$ cat src/rtl/command_issue_control.sv
// Command FIFO, CAPI tag allocation and PSL credit control between the command
// buffer arbiter and the PSL command/response interface.
module command_issue_control #(
  parameter int FIFO_DEPTH = 8,
  parameter int NUM_TAGS   = 32,
  parameter int CU_ID_W    = 8,
  parameter int CMD_TYPE_W = 4
) (
  input  logic                  clock,
  input  logic                  rst,
  input  logic                  enabled,
  input  logic                  in_valid,
  input  logic [12:0]           in_command,
  input  logic [63:0]           in_address,
  input  logic [11:0]           in_size,
  input  logic [CU_ID_W-1:0]    in_cu_id,
  input  logic [CMD_TYPE_W-1:0] in_cmd_type,
  output logic                  arbiter_enable,
  input  logic [7:0]            ha_croom,
  output logic                  ah_cvalid,
  output logic [12:0]           ah_com,
  output logic [63:0]           ah_cea,
  output logic [11:0]           ah_csize,
  output logic [7:0]            ah_ctag,
  output logic [2:0]            ah_cabt,
  input  logic                  ha_rvalid,
  input  logic [7:0]            ha_rtag,
  input  logic [7:0]            ha_response,
  input  logic [8:0]            ha_rcredits,
  output logic                  rsp_valid,
  output logic [7:0]            rsp_tag,
  output logic [7:0]            rsp_response,
  output logic [CU_ID_W-1:0]    rsp_cu_id,
  output logic [CMD_TYPE_W-1:0] rsp_cmd_type,
  output logic [8:0]            credits,
  output logic                  tag_error,
  output logic                  fifo_overflow
);

  localparam int PTR_W  = $clog2(FIFO_DEPTH);
  localparam int META_W = CU_ID_W + CMD_TYPE_W;

  typedef struct packed {
    logic [12:0]           command;
    logic [63:0]           address;
    logic [11:0]           size;
    logic [CU_ID_W-1:0]    cu_id;
    logic [CMD_TYPE_W-1:0] cmd_type;
  } cmd_t;

  cmd_t              fifo_mem  [FIFO_DEPTH];
  logic [META_W-1:0] tag_table [NUM_TAGS];

  logic [PTR_W:0]    wr_ptr_q, wr_ptr_d, rd_ptr_q, rd_ptr_d, count;
  logic [NUM_TAGS-1:0] busy_q, busy_d;
  logic [8:0]        credits_q, credits_d;
  logic              enabled_q, tag_error_q, tag_error_d, overflow_q, overflow_d;

  logic                  ah_cvalid_q, rsp_valid_q;
  logic [12:0]           ah_com_q;
  logic [63:0]           ah_cea_q;
  logic [11:0]           ah_csize_q;
  logic [7:0]            ah_ctag_q, rsp_tag_q, rsp_response_q;
  logic [CU_ID_W-1:0]    rsp_cu_id_q;
  logic [CMD_TYPE_W-1:0] rsp_cmd_type_q;

  cmd_t              in_cmd, head;
  logic              empty, full, issue, push, load, tag_free, rsp_hit, rsp_known;
  logic [7:0]        free_tag;
  logic [META_W-1:0] rsp_meta;
  logic signed [9:0] issue_delta, rsp_delta, credit_sum;

  assign in_cmd = '{command: in_command, address: in_address, size: in_size,
                    cu_id: in_cu_id, cmd_type: in_cmd_type};
  assign head   = fifo_mem[rd_ptr_q[PTR_W-1:0]];
  assign count  = wr_ptr_q - rd_ptr_q;
  assign empty  = (count == '0);
  assign full   = (count == (PTR_W+1)'(FIFO_DEPTH));

  // Two slots of margin absorb the arbiter's in-flight grant and output register.
  assign arbiter_enable = enabled && ((int'(count) + int'(in_valid)) <= FIFO_DEPTH - 2);

  always_comb begin
    // NOTE: every signal gets a default before any branch, so no path leaves it unassigned.
    tag_free = 1'b0;
    free_tag = '0;
    rsp_hit  = 1'b0;
    rsp_meta = '0;
    for (int i = NUM_TAGS - 1; i >= 0; i--) begin
      if (!busy_q[i]) begin
        tag_free = 1'b1;
        free_tag = 8'(i);
      end
    end
    for (int i = 0; i < NUM_TAGS; i++) begin
      if (ha_rtag == 8'(i)) begin
        rsp_hit  = busy_q[i];
        rsp_meta = tag_table[i];
      end
    end

    issue     = enabled && !empty && (credits_q != '0) && tag_free;
    push      = in_valid && (!full || issue);
    load      = enabled && !enabled_q;
    rsp_known = ha_rvalid && rsp_hit;

    wr_ptr_d    = push  ? wr_ptr_q + 1'b1 : wr_ptr_q;
    rd_ptr_d    = issue ? rd_ptr_q + 1'b1 : rd_ptr_q;
    overflow_d  = overflow_q  || (in_valid && full && !issue);
    tag_error_d = tag_error_q || (ha_rvalid && !rsp_hit);

    busy_d = busy_q;
    for (int i = 0; i < NUM_TAGS; i++) begin
      if (issue && free_tag == 8'(i))      busy_d[i] = 1'b1;
      if (rsp_known && ha_rtag == 8'(i))   busy_d[i] = 1'b0;
    end

    issue_delta = issue     ? -10'sd1 : 10'sd0;
    rsp_delta   = rsp_known ? signed'({ha_rcredits[8], ha_rcredits}) : 10'sd0;
    credit_sum  = signed'({1'b0, credits_q}) + issue_delta + rsp_delta;
    if (load)                      credits_d = {1'b0, ha_croom};
    else if (credit_sum < 10'sd0)  credits_d = '0;
    else if (credit_sum > 10'sd255) credits_d = 9'd255;
    else                           credits_d = credit_sum[8:0];
  end

  // NOTE: storage is not reset; the pointers and busy bits decide what is ever read.
  always_ff @(posedge clock) begin
    if (push) fifo_mem[wr_ptr_q[PTR_W-1:0]] <= in_cmd;
    for (int i = 0; i < NUM_TAGS; i++) begin
      if (issue && free_tag == 8'(i)) tag_table[i] <= {head.cu_id, head.cmd_type};
    end
  end

  // NOTE: non-blocking assignments, so every register samples pre-edge values.
  always_ff @(posedge clock or posedge rst) begin
    if (rst) begin
      wr_ptr_q       <= '0;
      rd_ptr_q       <= '0;
      busy_q         <= '0;
      credits_q      <= '0;
      enabled_q      <= 1'b0;
      tag_error_q    <= 1'b0;
      overflow_q     <= 1'b0;
      ah_cvalid_q    <= 1'b0;
      ah_com_q       <= '0;
      ah_cea_q       <= '0;
      ah_csize_q     <= '0;
      ah_ctag_q      <= '0;
      rsp_valid_q    <= 1'b0;
      rsp_tag_q      <= '0;
      rsp_response_q <= '0;
      rsp_cu_id_q    <= '0;
      rsp_cmd_type_q <= '0;
    end else begin
      wr_ptr_q    <= wr_ptr_d;
      rd_ptr_q    <= rd_ptr_d;
      busy_q      <= busy_d;
      credits_q   <= credits_d;
      enabled_q   <= enabled;
      tag_error_q <= tag_error_d;
      overflow_q  <= overflow_d;
      ah_cvalid_q <= issue;
      if (issue) begin
        ah_com_q   <= head.command;
        ah_cea_q   <= head.address;
        ah_csize_q <= head.size;
        ah_ctag_q  <= free_tag;
      end
      rsp_valid_q <= rsp_known;
      if (rsp_known) begin
        rsp_tag_q      <= ha_rtag;
        rsp_response_q <= ha_response;
        rsp_cu_id_q    <= rsp_meta[META_W-1:CMD_TYPE_W];
        rsp_cmd_type_q <= rsp_meta[CMD_TYPE_W-1:0];
      end
    end
  end

  assign ah_cvalid     = ah_cvalid_q;
  assign ah_com        = ah_com_q;
  assign ah_cea        = ah_cea_q;
  assign ah_csize      = ah_csize_q;
  assign ah_ctag       = ah_ctag_q;
  assign ah_cabt       = 3'b000;
  assign rsp_valid     = rsp_valid_q;
  assign rsp_tag       = rsp_tag_q;
  assign rsp_response  = rsp_response_q;
  assign rsp_cu_id     = rsp_cu_id_q;
  assign rsp_cmd_type  = rsp_cmd_type_q;
  assign credits       = credits_q;
  assign tag_error     = tag_error_q;
  assign fifo_overflow = overflow_q;

endmodule

$ cat config.mk
export PLATFORM = sky130hd
export DESIGN_NAME = command_issue_control
export DESIGN_NICKNAME = d
export VERILOG_FILES = /design/src/rtl/command_issue_control.sv
export SDC_FILE = /design/constraint.sdc
export NUM_CORES = 2
export LEC_CHECK = 0
export ABC_CLOCK_PERIOD_IN_PS = 13510
export BUFFER_PORTS_ARGS = -buffer_cell sky130_fd_sc_hd__buf_2
export CORE_MARGIN = 2
export CORE_UTILIZATION = 60
export CTS_CLUSTER_SIZE = 16
export DETAILED_ROUTE_END_ITERATION = 7
export HOLD_SLACK_MARGIN = 0.15
export PLACE_DENSITY_LB_ADDON = 0.08
export RECOVER_POWER = 50
export SLEW_MARGIN = 20
export SYNTH_ARGS = -nofsm -noshare
export SYNTH_HDL_FRONTEND = slang
export SYNTH_SLANG_ARGS = --single-unit
$ cat constraint.sdc
create_clock -name clock -period 13.51 [get_ports clock]
set_clock_uncertainty 0.15 [all_clocks]
set_input_delay 4.053 -clock clock [delete_from_list [all_inputs] [get_ports clock]]
set_output_delay 4.053 -clock clock [all_outputs]
set_load 0.02 [all_outputs]
==> results.md <==
- Status: finished with violations
- Failing checks: max-capacitance violations, max-slew violations
- First-pass GRT wire length: 209000 µm
- Reg2Reg Setup Slack: 3.46 ns
- Num CTS Buffers: 138
- Clock root buffer: clkbuf_16
- DR iter-0 viols: 3578
- Final hold vios: 0
- WP data required: 9.31 ns
- Post-CTS Setup Bufs: 0
- Clock buffer depth: 3
- GRT Total Usage: 0.310
- Max Fclk: 0.0962 GHz
- PostCTS Resize Cnt: 0
- Worst Hold Path EP: tag_error
- CP max stage cell: dfrtp_1
- Worst r2r src: rd_ptr_q[2]
- Final GP Congestion: 0.949
- DP Worst Slack: 3.26 ns
- Layout Cells excl Fill: 4753
- Residual DRC: 0
- Setup TNS: 0 ns
- Most frequent cells in the layout: edfxtp_1 (1192), nand2_1 (325), mux4_2 (214), nor2_1 (197), clkbuf_1 (182)
- CTS Hold Buffers Added: 0
- Storage cell area: 0.0402 mm²
- Cell Rows: 110
- Clock-pin slew on the worst setup and hold paths: 0.06 ns
- Routed wire length: 141000 µm
- Reg2reg end: credits[1]
- Fin crit period: 10.40 ns
- Initial Util: 0.603
- Area of the die: 0.0924 mm²
- Commonest non-fill, non-tap cell in the layout: edfxtp_1
- CP Max Fanout: 31
- Clk sinks: 1368
- Initial antenna violation count: 16
- Overflow after GRT: 0
- Largest net degree at the start of global routing: 102
- Post-DP HPWL: 83700 µm
- IO Count: 281
- Placed cell area: 0.0568 mm²
- CP cell instances: clkinvlp_2 > ha_1 > o21ai_0 > a21oi_1 > nor2_1 > nor2_1 > a21oi_1 > a311oi_1 > buf_2
- Critical Path Start Type: register
- Critical Path Start: rd_ptr_q[2]
- Unrepaired setup endpoints after global routing: no
- Final net count: 3629
- Layout cells sized above 1: 0.195
- Worst skew pair latency: 0.74 ns
- Post-Syn Area: 0.0540 mm²
- Area Growth Syn to Fin: 12.7%
- Setup crit end kind: output pin
- Fin area: 0.0609 mm²
- Avg Inst Size Synth: 17.1 µm²
- Vias per cell: 6.48
- Power per cell area: 223 mW/mm²
- Wire per inst: 29.7 µm
- Setup Viol. Count Final: 0
- H-tree depth: 4
- # port buffers: 274
- Post-synth EDFFs: 1192
- Post-layout util: 0.679
- Post-synthesis instance total: 3155
- DP Cell Count: 4499
- Post-DRT Antenna Nets: 0
- Slew Viols, Final: 757
- Sequential area share after synthesis: 0.744
- FFs w/ async S/R, synth: 0.129
- Max-Cap Viols: 19
- Fill cell count: 5922
- VDD IR max: 0.000209 V
- Tcrit/Tclk final: 0.770
- Vias in the first global route: 31233
- Worst setup margin: 3.11 ns
- Kind of critical path: register to output pin
- Worst Hold Depth: 1
- Die Y: 304 µm
- FF-to-FF path depth: 17
- Hold_sp: tag_error
- Synth unique cells: 86
- Leak: 20.5 nW
- Hold Crit Class: register to register
- Worst path max stage delay: 1.56 ns
- Width of the chip: 304 µm
- Placeable Area: 0.0896 mm²
- Initial DRT Pass Iterations: 8
- DR vias: 30809
- Crit path DAT: 6.20 ns
- Footprint of the multi-input gates: 0.0130 mm²
- Relative slew slack: -1.66
- Number of synthesis warnings: 0
- CTS tree: built
- Ys flop type: edfxtp_1
- Least-Margin Pin Slew: 3.96 ns
- Yosys reg bits: 1368
cell usage after synthesis, types with 15 or more instances:
master / instances / area (µm²)
a211oi_1: 17 / 128
a21oi_1: 92 / 460
a22oi_1: 16 / 120
a2bb2oi_1: 23 / 201
a31oi_1: 107 / 669
buf_1: 20 / 75.1
buf_2: 34 / 170
buf_4: 21 / 158
clkbuf_1: 99 / 372
dfrtp_1: 176 / 4400
edfxtp_1: 1192 / 35800
ha_1: 15 / 188
inv_1: 37 / 139
mux2_2: 39 / 439
mux2i_1: 52 / 521
mux4_2: 214 / 4820
nand2_1: 325 / 1220
nand3_1: 34 / 170
nand4_1: 18 / 113
nor2_1: 219 / 822
nor2b_1: 27 / 169
nor3_1: 29 / 145
o21ai_0: 91 / 455
o221ai_1: 16 / 140
o22ai_1: 33 / 206
worst max path at each step:
stage	endpoint	slack [ns]	depth (start not counted)
final	arbiter_enable	3.11	9
after global routing	credits[7]	2.57	16
after CTS	arbiter_enable	3.33	7
after detailed placement	credits[1]	3.26	22
after global placement	arbiter_enable	3.31	7
after floorplan	fifo_mem[1][0]	1.03	5
flip-flops by register name (all words and copies together) (netlist names), 4 cells and up:
name and cells:
tag_table 384, ah_cea 64, credits 9, wr_ptr_q 4
ah_ctag 5, rsp_cmd_type 4, rsp_response 8, rsp_cu_id 8
rsp_tag 8, rd_ptr_q 4, busy_q 32, ah_csize 12
fifo_mem 808, ah_com 13
where the power goes:
part	switching, mW	internal [mW]
Clock	1.55	2.08
Sequential	0.387	5.74
Combinational	2.50	1.29
Total	4.44	9.11
through the flow:
stage | hold WS, ns | total power, mW
global route | 0.343 | 14.1
detailed placement | 0.295 | 10.0
floorplan | 0.312 | 8.56
CTS | 0.318 | 13.6
finish | 0.311 | 13.5
global placement | 0.311 | 9.91
critical path: cells and delay by family, from the launching register on:
kind / cells / cell delay [ns]
buf+inv: 2 / 1.66
flops: 1 / 1.56
compound gates: 4 / 1.34
fa+ha+maj: 1 / 0.64
simple gates: 2 / 0.24
cell type report:
class                   instances  share of cell area
flip-flops and latches       1368               0.661
multi-input cells            1574               0.213
clock buffers                 189              0.0634
repair buffers                343              0.0286
well taps                    1176              0.0242
clock inverters                58             0.00736
inverters                      38             0.00241
diodes                          7            0.000288
logic make-up (layout without fill, tap and decap cells):
| family | Yosys count | count (layout) | share of synthesized area |
|---|---|---|---|
| compound gates | 501 | 501 | 0.0618 |
| flops | 1368 | 1368 | 0.744 |
| buf+inv | 219 | 628 | 0.0184 |
| xor+xnor | 16 | 16 | 0.00259 |
| mux | 306 | 306 | 0.107 |
| other cells | 1 | 14 | 0.0000694 |
| simple gates | 717 | 717 | 0.0578 |
| fa+ha+maj | 27 | 27 | 0.00792 |
metal layers:
layer | vias up | global-route usage | wire length, µm
met4 | 18 | 0.118 | 5160
met3 | 305 | 0.0675 | 12100
met1 | 15968 | 0.424 | 54700
li1 | 13038 | - | -
met5 | - | 0 | 119
met2 | 1480 | 0.496 | 69200
No activity file was read; power rests on OpenSTA's default activity.
